===== src/rtl/vga_timing_ctrl.sv =====
// VGA raster timing generator with a PIX_LAT-deep ce-qualified sync/DE pipeline and registered pin stage.
// Optional colour-bar generator when VGA_TEST_PATTERN_EN is defined (adds the test_mode input).
module vga_timing_ctrl #(
  parameter int H_ACTIVE = 640,
  parameter int H_FP     = 16,
  parameter int H_SYNC   = 96,
  parameter int H_BP     = 48,
  parameter int V_ACTIVE = 480,
  parameter int V_FP     = 10,
  parameter int V_SYNC   = 2,
  parameter int V_BP     = 33,
  parameter int COLOR_W  = 4,
  parameter int SYNC_POL = 0,
  parameter int PIX_LAT  = 2
) (
  input  logic               clk,
  input  logic               reset_p,
  input  logic               pix_ce,
`ifdef VGA_TEST_PATTERN_EN
  input  logic               test_mode,
`endif
  input  logic [COLOR_W-1:0] in_r,
  input  logic [COLOR_W-1:0] in_g,
  input  logic [COLOR_W-1:0] in_b,
  output logic [9:0]         req_x,
  output logic [9:0]         req_y,
  output logic               req_valid,
  output logic               out_hsync,
  output logic               out_vsync,
  output logic               out_de,
  output logic [COLOR_W-1:0] out_r,
  output logic [COLOR_W-1:0] out_g,
  output logic [COLOR_W-1:0] out_b,
  output logic               frame_start,
  output logic               line_start
);

  localparam int H_TOTAL = H_ACTIVE + H_FP + H_SYNC + H_BP;
  localparam int V_TOTAL = V_ACTIVE + V_FP + V_SYNC + V_BP;
  localparam logic [9:0] H_LAST = 10'(H_TOTAL - 1);
  localparam logic [9:0] V_LAST = 10'(V_TOTAL - 1);
  localparam logic [9:0] H_ACT  = 10'(H_ACTIVE);
  localparam logic [9:0] V_ACT  = 10'(V_ACTIVE);
  localparam logic [9:0] HS_BEG = 10'(H_ACTIVE + H_FP);
  localparam logic [9:0] HS_END = 10'(H_ACTIVE + H_FP + H_SYNC);
  localparam logic [9:0] VS_BEG = 10'(V_ACTIVE + V_FP);
  localparam logic [9:0] VS_END = 10'(V_ACTIVE + V_FP + V_SYNC);
  localparam logic       SYNC_ACT = (SYNC_POL != 0);

  if (PIX_LAT < 0 || PIX_LAT > 4) begin : g_bad_lat
    $error("vga_timing_ctrl: PIX_LAT must be within 0..4");
  end
  if (H_TOTAL > 1024 || V_TOTAL > 1024 || H_ACTIVE < 8) begin : g_bad_mode
    $error("vga_timing_ctrl: mode does not fit 10-bit counters");
  end

  logic [9:0] hc_q, hc_d, vc_q, vc_d;
  logic       line_start_q, line_start_d, frame_start_q, frame_start_d;

  always_comb begin
    hc_d          = hc_q;
    vc_d          = vc_q;
    line_start_d  = 1'b0;
    frame_start_d = 1'b0;
    if (pix_ce) begin
      if (hc_q == H_LAST) begin
        hc_d         = '0;
        line_start_d = 1'b1;
        if (vc_q == V_LAST) begin
          vc_d          = '0;
          frame_start_d = 1'b1;
        end else begin
          vc_d = vc_q + 10'd1;
        end
      end else begin
        hc_d = hc_q + 10'd1;
      end
    end
  end

  logic de0, hs0, vs0;
  assign de0 = (hc_q < H_ACT) && (vc_q < V_ACT);
  assign hs0 = (hc_q >= HS_BEG) && (hc_q < HS_END);
  assign vs0 = (vc_q >= VS_BEG) && (vc_q < VS_END);

  // Stage word carries active-high syncs so an all-zero reset means "blank, syncs inactive".
`ifdef VGA_TEST_PATTERN_EN
  localparam int SW = 13;
  logic [SW-1:0] st0;
  assign st0 = {hc_q, vs0, hs0, de0};
`else
  localparam int SW = 3;
  logic [SW-1:0] st0;
  assign st0 = {vs0, hs0, de0};
`endif

  logic [SW-1:0] st_dly;

  if (PIX_LAT == 0) begin : g_nolat
    assign st_dly = st0;
  end else begin : g_pipe
    logic [SW-1:0] pipe_q [PIX_LAT];
    logic [SW-1:0] pipe_d [PIX_LAT];

    always_comb begin
      for (int i = 0; i < PIX_LAT; i++) pipe_d[i] = pipe_q[i];
      if (pix_ce) begin
        pipe_d[0] = st0;
        for (int i = 1; i < PIX_LAT; i++) pipe_d[i] = pipe_q[i-1];
      end
    end

    always_ff @(posedge clk or posedge reset_p) begin
      if (reset_p) begin
        for (int i = 0; i < PIX_LAT; i++) pipe_q[i] <= '0;
      end else begin
        pipe_q <= pipe_d;
      end
    end

    assign st_dly = pipe_q[PIX_LAT-1];
  end

  logic de_dly, hs_dly, vs_dly;
  assign de_dly = st_dly[0];
  assign hs_dly = st_dly[1];
  assign vs_dly = st_dly[2];

`ifdef VGA_TEST_PATTERN_EN
  localparam logic [9:0] BAR_W = 10'(H_ACTIVE / 8);
  logic [2:0] bar_k;
  assign bar_k = 3'(st_dly[12:3] / BAR_W);
`endif

  logic               out_hsync_q, out_hsync_d, out_vsync_q, out_vsync_d, out_de_q, out_de_d;
  logic [COLOR_W-1:0] out_r_q, out_r_d, out_g_q, out_g_d, out_b_q, out_b_d;

  always_comb begin
    out_hsync_d = out_hsync_q;
    out_vsync_d = out_vsync_q;
    out_de_d    = out_de_q;
    out_r_d     = out_r_q;
    out_g_d     = out_g_q;
    out_b_d     = out_b_q;
    if (pix_ce) begin
      out_de_d    = de_dly;
      out_hsync_d = hs_dly ? SYNC_ACT : ~SYNC_ACT;
      out_vsync_d = vs_dly ? SYNC_ACT : ~SYNC_ACT;
      out_r_d     = '0;
      out_g_d     = '0;
      out_b_d     = '0;
      if (de_dly) begin
`ifdef VGA_TEST_PATTERN_EN
        if (test_mode) begin
          out_r_d = {COLOR_W{bar_k[2]}};
          out_g_d = {COLOR_W{bar_k[1]}};
          out_b_d = {COLOR_W{bar_k[0]}};
        end else begin
          out_r_d = in_r;
          out_g_d = in_g;
          out_b_d = in_b;
        end
`else
        out_r_d = in_r;
        out_g_d = in_g;
        out_b_d = in_b;
`endif
      end
    end
  end

  always_ff @(posedge clk or posedge reset_p) begin
    if (reset_p) begin
      hc_q          <= '0;
      vc_q          <= '0;
      line_start_q  <= 1'b0;
      frame_start_q <= 1'b0;
      out_hsync_q   <= ~SYNC_ACT;
      out_vsync_q   <= ~SYNC_ACT;
      out_de_q      <= 1'b0;
      out_r_q       <= '0;
      out_g_q       <= '0;
      out_b_q       <= '0;
    end else begin
      hc_q          <= hc_d;
      vc_q          <= vc_d;
      line_start_q  <= line_start_d;
      frame_start_q <= frame_start_d;
      out_hsync_q   <= out_hsync_d;
      out_vsync_q   <= out_vsync_d;
      out_de_q      <= out_de_d;
      out_r_q       <= out_r_d;
      out_g_q       <= out_g_d;
      out_b_q       <= out_b_d;
    end
  end

  assign req_x       = hc_q;
  assign req_y       = vc_q;
  assign req_valid   = de0;
  assign out_hsync   = out_hsync_q;
  assign out_vsync   = out_vsync_q;
  assign out_de      = out_de_q;
  assign out_r       = out_r_q;
  assign out_g       = out_g_q;
  assign out_b       = out_b_q;
  assign line_start  = line_start_q;
  assign frame_start = frame_start_q;

endmodule


===== config.mk =====
export PLATFORM = sky130hd
export DESIGN_NAME = vga_timing_ctrl
export DESIGN_NICKNAME = d
export VERILOG_FILES = /design/src/rtl/vga_timing_ctrl.sv
export SDC_FILE = /design/constraint.sdc
export NUM_CORES = 1
export LEC_CHECK = 0
export ABC_AREA = 0
export BUFFER_PORTS_ARGS = -buffer_cell sky130_fd_sc_hd__clkbuf_2
export CAP_MARGIN = 20
export CORE_ASPECT_RATIO = 1.75
export CORE_MARGIN = 2
export CORE_UTILIZATION = 55
export CTS_BUF_LIST = sky130_fd_sc_hd__clkbuf_2
export CTS_CLUSTER_SIZE = 8
export DETAILED_ROUTE_END_ITERATION = 8
export GPL_ROUTABILITY_DRIVEN = 0
export PLACE_DENSITY = 0.83
export SETUP_SLACK_MARGIN = 0.3
export SKIP_CTS_REPAIR_TIMING = 1
export SLEW_MARGIN = 20
export SYNTH_ARGS = -nofsm -noshare
export SYNTH_HDL_FRONTEND = slang
export SYNTH_SLANG_ARGS = --single-unit

===== constraint.sdc =====
create_clock -name clk -period 3.68 [get_ports clk]
set_input_delay 1.104 -clock clk [delete_from_list [all_inputs] [get_ports clk]]
set_output_delay 1.104 -clock clk [all_outputs]
set_load 0.02 [all_outputs]

==> run_results.csv, run 1 <==
group,metric,value,unit
run_status,status,"finished clean",
die,start_util,56.62,%
worst_setup_path,crit_path_start_kind,"flop",
timing,finalWorstSetupSlack,799.3,ps
worst_setup_path,critical-path-top-delay-family,"simple AND/OR/NAND/NOR gates",
logic_synthesis,synth-edff-count,0,
min_path,hold_start,"st_dly[1]$_DFFE_PP0P_",
die,die_w,49.74,um
final_layout,area_growth,14.98,%
logic_synthesis,yosys_warnings,0,
logic_synthesis,avgSynthCellArea,10.32,um2
logic_synthesis,synth_compound_area_share,9.012,%
grt,grt_max_degree,29,
placement,portBuffers,52,
final_layout,final_common_cell,"clkbuf_2",
final_layout,layout-drive-gt1-share,29.72,%
min_path,worstHoldPathType,"reg -> reg",
pwr,p_leak,1.201,nW
worst_setup_path,r2r_slack,1440,ps
final_layout,register_area,1079,um2
grt,overflow,0,
clocking,htreeDepth,2,
logic_synthesis,synth-adder-area-share,2.486,%
final_layout,fillCellCount,326,
clocking,cts_sinks,43,
final_layout,antenna_cells,0,
timing,tightest_slew,794.1,ps
worst_setup_path,path_cells,"and3_1 -> and2_1 -> nor3_1 -> clkbuf_2",
logic_synthesis,synth_flop_cell,"dfrtp_1",
logic_synthesis,synthCells,195,
logic_synthesis,yosysSeqAreaShare,53.57,%
die,fp.dieArea,4179,um2
placement,placed_area,2277,um2
logic_synthesis,ys_ff_latch,43,
worst_setup_path,end_kind,"output pin",
final_layout,final_cell_mix,"clkbuf_2, dfrtp_1, inv_1",
worst_setup_path,worst_ep_arrival_time,1780,ps
logic_synthesis,synth-simple-area-share,16.84,%
clocking,cts_buffers,5,
logic_synthesis,synth.cell_area,2013,um2
route,drt-vias-per-instance,5.322,
final_layout,multiInputGateArea,764.5,um2
worst_setup_path,critPathMaxFanout,5,
grt,grt_pass1_vias,1510,
min_path,holdPathStages,1,
logic_synthesis,syn_nets,214,
timing,hold_violations,0,
route,drtIter0Drc,29,
timing,slew_viol_final,0,
flow_run,drv_cap,0,
worst_setup_path,rr_worst_depth,6,
placement,pre_cts_ws,907.4,ps
clocking,clock_latency,390,ps
final_layout,design_area,2315,um2
timing,maxSlewHeadroom,47.00,%
logic_synthesis,yosys-mux-area-fraction,5.283,%
min_path,min_to,"out_hsync$_DFFE_PP1P_",
route,wire_per_inst,12.92,um
logic_synthesis,synth_xor_area_share,4.351,%
placement,dp_hpwl,2915,um
grt,grt.total_usage,20.42,%
timing,period_minus_slack,2881,ps
logic_synthesis,async_reset_ff_share,100.0,%
pwr,peakVddDrop,277.4,uV
route,vias,1570,
route,drtAntennaViolNets,0,
timing,rsz0062_at_grt,"false",
pwr,power.density,415.4,nW/um2
route,totalWireLength,3811,um
clocking,cts_tree,"yes",
worst_setup_path,worstReg2RegStart,"req_x[1]$_DFFE_PP0P_",
die,ios,53,
timing,finalSetupTns,0,ps
worst_setup_path,critPathKind,"reg -> out",
route,drcViolationCount,0,
route,first_pass_iters,4,
grt,antenna_found_initial,0,
die,core_area,3556,um2
timing,fmax,0.3471,GHz
final_layout,nets,267,
clocking,cts_buffer_depth,2,
grt,grt_pass1_wl,6596,um
clocking,cts-root-buf,"clkbuf_2",
worst_setup_path,required,2580,ps
timing,fin_crit_sh,78.28,%
pwr,power,961.5,uW
die,die_height,84.04,um
timing,finClkSkew,7.979,ps
worst_setup_path,path_buf_inv,1,
logic_synthesis,ys_types,39,
die,fp-row-count,29,
worst_setup_path,cpPeakStageDelay,480,ps
logic_synthesis,synth_top_family_by_area,"simple AND/OR/NAND/NOR gates",
worst_setup_path,critPathSlowestCell,"dfrtp_1",
worst_setup_path,r2r_end,"req_y[6]$_DFFE_PP0P_",
timing,setup_viol,0,
clocking,cts.clk_slew.worst_paths,190,ps
## through the flow
| stage | cells | hold slack (ps) | util (%) |
|---|---|---|---|
| after floorplan | 195 | 387.5 | - |
| after global placement | 287 | 398.8 | 64.04 |
| after detailed placement | 287 | 413.2 | 64.04 |
| after CTS | 295 | 436.9 | 65.10 |
| after global routing | 295 | 468.6 | 65.10 |
| final | 295 | 429.5 | 65.10 |
## layout make-up
class                      instances  share of cell area, %
inverter                          25                  4.054
clock inverter                     2                 0.3243
clock buffer                       6                  1.297
multi-input combinational        118                  33.03
sequential                        43                  46.59
timing repair buffer              55                  12.22
tap                               46                  2.486
## metal layers
metal | wire (um) | global-route usage (%) | up-vias
met1 | 1554 | 24.28 | 755
met4 | 68 | 7.828 | 0
met3 | 167 | 4.659 | 7
li1 | - | - | 755
met5 | 0 | 0 | -
met2 | 2021 | 35.03 | 53
## synth_stat cells, types with 2 or more instances
cell type | instances | area share [%]
nor2_1 | 9 | 1.7
o21ai_0 | 17 | 4.2
and3_1 | 4 | 1.2
xor2_1 | 3 | 1.3
nor3_1 | 4 | 0.99
clkbuf_1 | 4 | 0.75
and2_1 | 2 | 0.62
inv_1 | 25 | 4.7
mux2_2 | 5 | 2.8
nand2_1 | 22 | 4.1
ha_1 | 4 | 2.5
a21oi_1 | 2 | 0.50
buf_6 | 3 | 1.7
xnor2_1 | 7 | 3.0
o21ai_1 | 2 | 0.50
nand4_1 | 7 | 2.2
nand3_1 | 7 | 1.7
dfstp_2 | 2 | 2.6
dfrtp_1 | 41 | 51
mux2i_1 | 5 | 2.5
clkbuf_8 | 2 | 1.4
## cells by family after synthesis
logic type / Yosys count
AO/OA/AOI/OAI: 30
XOR/XNOR: 10
adder cells (fa/ha/maj): 4
buffers and inverters: 34
flip-flops: 43
multiplexers: 10
AND/OR/NAND/NOR: 64
## worst max-delay path by stage
| stage | slack (ps) | to | depth (start not counted) | startpoint |
|---|---|---|---|---|
| after global placement | 940 | req_y[6]$_DFFE_PP0P_ | 6 | pix_ce |
| after CTS | 750 | req_valid | 4 | req_y[6]$_DFFE_PP0P_ |
| after detailed placement | 910 | req_y[6]$_DFFE_PP0P_ | 6 | pix_ce |
| after floorplan | 1180 | req_valid | 3 | req_y[7]$_DFFE_PP0P_ |
| final | 800 | req_valid | 4 | req_y[6]$_DFFE_PP0P_ |
| after global routing | 660 | req_valid | 4 | req_y[6]$_DFFE_PP0P_ |
## worst reg2reg max path: stages, from the launching register on
cell and delay (ps):
dfrtp_1 470, ha_1 220, nand4_1 210, or4b_4 640, inv_1 310, nand4_1 160
xnor2_1 150
## power breakdown
group          internal (mW)  leakage (nW)  switching [mW]
combinational         0.0807         0.608           0.126
clock                 0.0458        0.0281           0.138
sequential             0.511         0.565          0.0593
total                  0.638          1.20           0.324
## state kept, by name, summed over array words and instances, names as in the netlist
signal,flops
frame_start,1
g_pipe.pipe_q,3
line_start,1
out_b,4
out_de,1
out_g,4
out_hsync,1
out_r,4
out_vsync,1
req_x,10
req_y,10
st_dly,3
No activity file was read; power rests on OpenSTA's default activity.
==> run 2, diff against run 1 <==
--- a/config.mk
+++ b/config.mk
@@ -5,7 +5,7 @@
 export SDC_FILE = /design/constraint.sdc
 export NUM_CORES = 1
 export LEC_CHECK = 0
-export ABC_AREA = 0
+export ABC_AREA = 1
 export BUFFER_PORTS_ARGS = -buffer_cell sky130_fd_sc_hd__clkbuf_2
 export CAP_MARGIN = 20
 export CORE_ASPECT_RATIO = 1.75
@@ -15,7 +15,7 @@
 export CTS_CLUSTER_SIZE = 8
 export DETAILED_ROUTE_END_ITERATION = 8
 export GPL_ROUTABILITY_DRIVEN = 0
-export PLACE_DENSITY = 0.83
+export PLACE_DENSITY = 0.82
 export SETUP_SLACK_MARGIN = 0.3
 export SKIP_CTS_REPAIR_TIMING = 1
 export SLEW_MARGIN = 20
==> constraint.sdc (replaced) <==
create_clock -name clk -period 2.8 [get_ports clk]
set_input_delay 0.84 -clock clk [delete_from_list [all_inputs] [get_ports clk]]
set_output_delay 0.84 -clock clk [all_outputs]
set_load 0.02 [all_outputs]
==> run_results.csv, run 2 <==
group,metric,value,unit
clocking,clock_latency,410,ps
placement,portBuffers,52,
worst_setup_path,crit_path_start_kind,"flop",
worst_setup_path,worst_ep_arrival_time,1510,ps
logic_synthesis,ys_ff_latch,43,
final_layout,nets,341,
route,drtIter0Drc,43,
logic_synthesis,yosysTopAreaCell,"dfrtp_1",
min_path,min_to,"out_hsync$_DFFE_PP1P_",
timing,setup_viol,0,
clocking,cts_tree,"yes",
route,first_pass_iters,4,
logic_synthesis,avgSynthCellArea,8.064,um2
clocking,cts_buffers,5,
worst_setup_path,path_cells,"nand2_2 -> nor2_2 -> nand2_1 -> inv_1 -> nor3_2 -> buf_2",
placement,dp_hpwl,3246,um
timing,maxSlewHeadroom,64.17,%
grt,grt_pass1_vias,1825,
worst_setup_path,required,1960,ps
logic_synthesis,synth.cell_area,2137,um2
flow_run,drv_cap,0,
min_path,worstHoldPathType,"reg -> reg",
worst_setup_path,critical-path-top-delay-family,"flip-flops",
route,drt-vias-per-instance,5.032,
worst_setup_path,worstReg2RegStart,"req_x[0]$_DFFE_PP0P_",
logic_synthesis,synthCells,265,
logic_synthesis,yosys_warnings,0,
logic_synthesis,synthDominantCellAreaShare,48.01,%
grt,antenna_found_initial,0,
timing,finalSetupTns,0,ps
route,drtAntennaViolNets,0,
timing,finClkSkew,14.48,ps
pwr,internal_power,937.4,uW
worst_setup_path,rr_worst_depth,7,
logic_synthesis,synth-edff-count,0,
worst_setup_path,critPathMaxFanout,4,
placement,placed_area,2431,um2
die,die_w,51.12,um
route,wire_per_inst,12.12,um
grt,grt_pass1_wl,7493,um
worst_setup_path,r2r_end,"req_y[7]$_DFFE_PP0P_",
logic_synthesis,async_reset_ff_share,100.0,%
final_layout,design_area,2534,um2
clocking,cts_sinks,43,
final_layout,final_cell_mix,"nand2_1, clkbuf_2, dfrtp_1",
timing,fin_crit_sh,84.06,%
timing,slew_viol_final,0,
worst_setup_path,critPathSlowestCell,"dfrtp_2",
grt,overflow,0,
pwr,p_switching,485.6,uW
die,core_area,3791,um2
pwr,comb_power_share,20.5,%
logic_synthesis,syn_nets,284,
die,start_util,56.37,%
route,vias,1867,
logic_synthesis,synthTopCellsByCount,"nand2_1, dfrtp_1, inv_1, nand3_1, nor2_1",
clocking,cts.clk_slew.worst_paths,240,ps
final_layout,layout-drive-gt1-share,27.24,%
clocking,cts-root-buf,"clkbuf_2",
die,die_height,86.46,um
logic_synthesis,yosysSeqAreaShare,50.47,%
timing,rsz0062_at_grt,"false",
clocking,cts_buffer_depth,2,
route,totalWireLength,4498,um
worst_setup_path,critPathKind,"reg -> out",
timing,hold_violations,0,
pwr,clkPwrFrac,26.1,%
pwr,power.density,561.6,nW/um2
clocking,htreeDepth,2,
min_path,holdPathStages,1,
pwr,power_frac_seq,53.4,%
pwr,power,1.423,mW
worst_setup_path,path_buf_inv,2,
grt,grt_max_degree,44,
run_status,status,"finished clean",
logic_synthesis,synth_flop_cell,"dfrtp_1",
min_path,hold_start,"st_dly[1]$_DFFE_PP0P_",
worst_setup_path,end_kind,"output pin",
timing,tightest_slew,537.5,ps
route,drcViolationCount,0,
pwr,p_sw_share,34.13,%
timing,period_minus_slack,2354,ps
final_layout,final_common_cell,"nand2_1",
final_layout,area_growth,18.56,%
die,fp-row-count,30,
grt,grt.total_usage,22.33,%
final_layout,antenna_cells,0,
timing,fmax,0.4249,GHz
pwr,p_leak,1.404,nW
worst_setup_path,r2r_slack,1240,ps
logic_synthesis,yosysMostFrequentCell,"nand2_1",
logic_synthesis,ys_types,26,
pwr,peakVddDrop,540.9,uV
die,ios,53,
timing,hold_slack,444.8,ps
worst_setup_path,cpPeakStageDelay,480,ps
die,fp.dieArea,4420,um2
logic_synthesis,synth_area_leaders,"dfrtp_1, nand2_1, nand3_1",
==> run 2: changes by cell type in the layout (fill, tap and decap cells not counted), sizes merged, moves of 3 or more <==
cell	previous run	this run
buf	3	6
nand3	7	29
and3	4	0
mux2	5	0
a21oi	2	6
nand2	23	86
nand4	7	4
mux2i	5	0
inv	25	33
xnor2	7	2
nor3	5	2
o21ai	19	13
nor2	9	33
==> run 2: cell type report <==
type / instances / area, um2
Multi-Input combinational cell: 183 / 899.6
Tap cell: 48 / 60.06
Inverter: 32 / 122.6
Sequential cell: 43 / 1081
Timing Repair Buffer: 57 / 297.8
Clock inverter: 3 / 47.55
Clock buffer: 5 / 25.02
Fill cell: 349 / 1257
==> run 2: cells by family after synthesis <==
family | after synthesis | synth area share, %
fa+ha+maj | 4 | 2.342
compound gates | 20 | 5.152
xor+xnor | 4 | 1.640
simple gates | 155 | 32.73
flops | 43 | 50.47
buf+inv | 39 | 7.670
==> run 2: per-stage QoR <==
step | setup slack, ps | std cells | utilization, %
after global routing | 337.6 | 371 | 66.83
after detailed placement | 803.3 | 360 | 64.13
after global placement | 851.1 | 360 | 64.13
final | 446.3 | 371 | 66.83
after CTS | 298.7 | 368 | 66.04
after floorplan | 682.8 | 265 | -
==> run 2: worst max path at each step <==
stage,startpoint,to,slack (ps),cells past startpoint
floorplan,req_y[5]$_DFFE_PP0P_,req_valid,680,5
global placement,pix_ce,req_y[9]$_DFFE_PP0P_,850,8
detailed placement,pix_ce,req_y[9]$_DFFE_PP0P_,800,8
CTS,req_y[5]$_DFFE_PP0P_,req_valid,300,6
global route,req_y[7]$_DFFE_PP0P_,req_valid,340,6
finish,req_y[6]$_DFFE_PP0P_,req_valid,450,6
==> run 2: power by group through the flow <==
| stage | sequential, mW | combinational (mW) | clock [mW] |
|---|---|---|---|
| floorplan | 0.827 | 0.132 | 0 |
| global placement | 0.771 | 0.292 | 0 |
| detailed placement | 0.772 | 0.296 | 0 |
| CTS | 0.761 | 0.297 | 0.384 |
| global route | 0.772 | 0.324 | 0.401 |
| finish | 0.760 | 0.292 | 0.371 |
==> run 2: metal layers <==
metal | vias up | part of all wire, % | GRT usage [%]
met5 | - | 0 | 0
met4 | 0 | 1.3 | 9.337
met3 | 6 | 3.7 | 4.483
met2 | 45 | 55 | 40.73
met1 | 876 | 40 | 24.39
li1 | 940 | - | -
==> run 2: worst reg2reg max path, stage by stage, from the launching register on <==
cell and delay [ps]:
dfrtp_1 450, ha_1 220, nand2_2 80, nor2_4 150, nand4_4 250, inv_1 200
nand3_1 100, nand2_1 70
==> run 3, diff against run 2 <==
--- a/config.mk
+++ b/config.mk
@@ -10,12 +10,12 @@
 export CAP_MARGIN = 20
 export CORE_ASPECT_RATIO = 1.75
 export CORE_MARGIN = 2
-export CORE_UTILIZATION = 55
+export CORE_UTILIZATION = 50
 export CTS_BUF_LIST = sky130_fd_sc_hd__clkbuf_2
 export CTS_CLUSTER_SIZE = 8
 export DETAILED_ROUTE_END_ITERATION = 8
 export GPL_ROUTABILITY_DRIVEN = 0
-export PLACE_DENSITY = 0.82
+export PLACE_DENSITY = 0.79
 export SETUP_SLACK_MARGIN = 0.3
 export SKIP_CTS_REPAIR_TIMING = 1
 export SLEW_MARGIN = 20
==> constraint.sdc (replaced) <==
create_clock -name clk -period 1.94 [get_ports clk]
set_input_delay 0.582 -clock clk [delete_from_list [all_inputs] [get_ports clk]]
set_output_delay 0.582 -clock clk [all_outputs]
set_load 0.02 [all_outputs]
==> run_results.csv, run 3 (same netlist as run 2, synthesis figures left out) <==
group,metric,value,unit
timing,fin_crit_sh,110.2,%
route,drtIter0Drc,46,
min_path,worstHoldPathType,"in -> async",
route,totalWireLength,5537,um
timing,maxSlewHeadroom,68.89,%
worst_setup_path,required,1360,ps
pwr,p_switching,761.6,uW
worst_setup_path,critPathSlowestCell,"dfrtp_2",
pwr,power.density,769.0,nW/um2
worst_setup_path,end_kind,"output pin",
pwr,internal_power,1.521,mW
timing,fmax,0.4679,GHz
worst_setup_path,critPathMaxFanout,7,
clocking,cts_buffer_depth,2,
grt,antenna_found_initial,0,
route,first_pass_iters,4,
timing,finalSetupTns,-197.3,ps
route,vias,2051,
clocking,htreeDepth,2,
timing,finalWorstSetupSlack,-197.3,ps
clocking,cts-root-buf,"clkbuf_2",
pwr,p_sw_share,33.37,%
worst_setup_path,cpPeakStageDelay,530,ps
die,start_util,51.98,%
pwr,comb_power_share,28.9,%
timing,slew_viol_final,0,
run_status,status,"complete, but fails checks",
die,core_area,4111,um2
worst_setup_path,worst-path-stages,6,
clocking,cts_tree,"yes",
timing,period_minus_slack,2137,ps
timing,rsz0062_at_grt,"true",
timing,setup_viol,1,
die,fp.dieArea,4834,um2
die,die_w,53.42,um
timing,hold_violations,0,
worst_setup_path,worst_ep_arrival_time,1560,ps
worst_setup_path,path_buf_inv,2,
pwr,peakVddDrop,766.6,uV
run_status,violations,"negative setup slack",
timing,finClkSkew,19.43,ps
route,drcViolationCount,0,
clocking,cts.clk_slew.worst_paths,250,ps
worst_setup_path,critical-path-top-delay-family,"flip-flops",
clocking,cts_buffers,5,
final_layout,final_common_cell,"nand2_1",
die,fp-row-count,31,
flow_run,drv_cap,0,
die,die_height,90.49,um
worst_setup_path,critPathKind,"reg -> out",
die,ios,53,
route,drtAntennaViolNets,0,
grt,grt_pass1_vias,1784,
worst_setup_path,path_cells,"nand2_4 -> nor2_4 -> nand2_2 -> inv_2 -> nor3_4 -> buf_6",
final_layout,area_growth,38.88,%
clocking,clock_latency,400,ps
grt,grt_pass1_wl,7831,um
placement,portBuffers,52,
final_layout,layout-drive-gt1-share,35.73,%
pwr,clkPwrFrac,24.0,%
timing,tightest_slew,466.7,ps
final_layout,nets,365,
route,drt-vias-per-instance,5.179,
grt,grt_max_degree,35,
grt,grt.total_usage,21.64,%
pwr,power_frac_seq,47.1,%
final_layout,final_cell_mix,"nand2_1, buf_6, dfrtp_1",
route,wire_per_inst,13.98,um
worst_setup_path,crit_path_start_kind,"flop",
placement,dp_hpwl,3479,um
final_layout,antenna_cells,0,
clocking,cts_sinks,43,
grt,overflow,0,
pwr,p_leak,1.595,nW
final_layout,utilization,72.19,%
worst_setup_path,rr_worst_depth,8,
## run 3: final cells by class
class	instances	area [um2]
Clock buffer	5	25.02
Clock inverter	3	47.55
Multi-Input combinational cell	183	918.4
Fill cell	314	1144
Sequential cell	43	1092
Tap cell	49	61.31
Timing Repair Buffer	81	700.7
Inverter	32	122.6
## run 3: worst paths after layout
kind / from / slack [ps] / end
setup / recovery: req_y[5]$_DFFE_PP0P_ / -200 / req_valid
hold / removal: reset_p / 100 / out_g[3]$_DFFE_PP0P_
setup reg to reg: req_y[0]$_DFFE_PP0P_ / 310 / req_y[3]$_DFFE_PP0P_
hold reg to reg: st_dly[2]$_DFFE_PP0P_ / 450 / out_vsync$_DFFE_PP1P_
max in group asynchronous: reset_p / 1280 / req_x[4]$_DFFE_PP0P_
min in group clk: in_g[3] / 360 / out_g[3]$_DFFE_PP0P_
## run 3: power groups by stage
stage | Sequential [mW] | Combinational, mW | Clock, mW
floorplan | 1.19 | 0.191 | 0
global placement | 1.11 | 0.425 | 0
detailed placement | 1.11 | 0.437 | 0
CTS | 1.10 | 0.439 | 0.560
global route | 1.09 | 0.712 | 0.593
finish | 1.08 | 0.660 | 0.547
## run 3: routing by layer
| metal | wire [um] | vias to the layer above | global-route usage (%) |
|---|---|---|---|
| met4 | 216 | 0 | 9.188 |
| met2 | 3079 | 66 | 37.55 |
| met5 | 0 | - | 0 |
| li1 | - | 991 | - |
| met3 | 172 | 24 | 3.974 |
| met1 | 2067 | 970 | 24.62 |
## run 3: worst reg2reg max path, stage by stage (launching register included)
cell	delay, ps
dfrtp_1	470
buf_4	160
inv_1	70
ha_1	190
inv_1	70
nor2_1	130
nand4_1	220
nand3_1	170
o21ai_2	70
## run 3: through the flow
stage / setup slack (ps) / power (mW) / hold slack [ps] / area [um2] / instances
floorplan: 339.2 / 1.384 / 405.8 / 2148 / 265
global placement: 288.5 / 1.537 / 415.0 / 2464 / 362
detailed placement: 252.7 / 1.549 / 425.0 / 2464 / 362
CTS: -233.6 / 2.096 / 85.80 / 2536 / 370
global route: -258.0 / 2.393 / 71.42 / 2968 / 396
finish: -197.3 / 2.282 / 100.8 / 2968 / 396
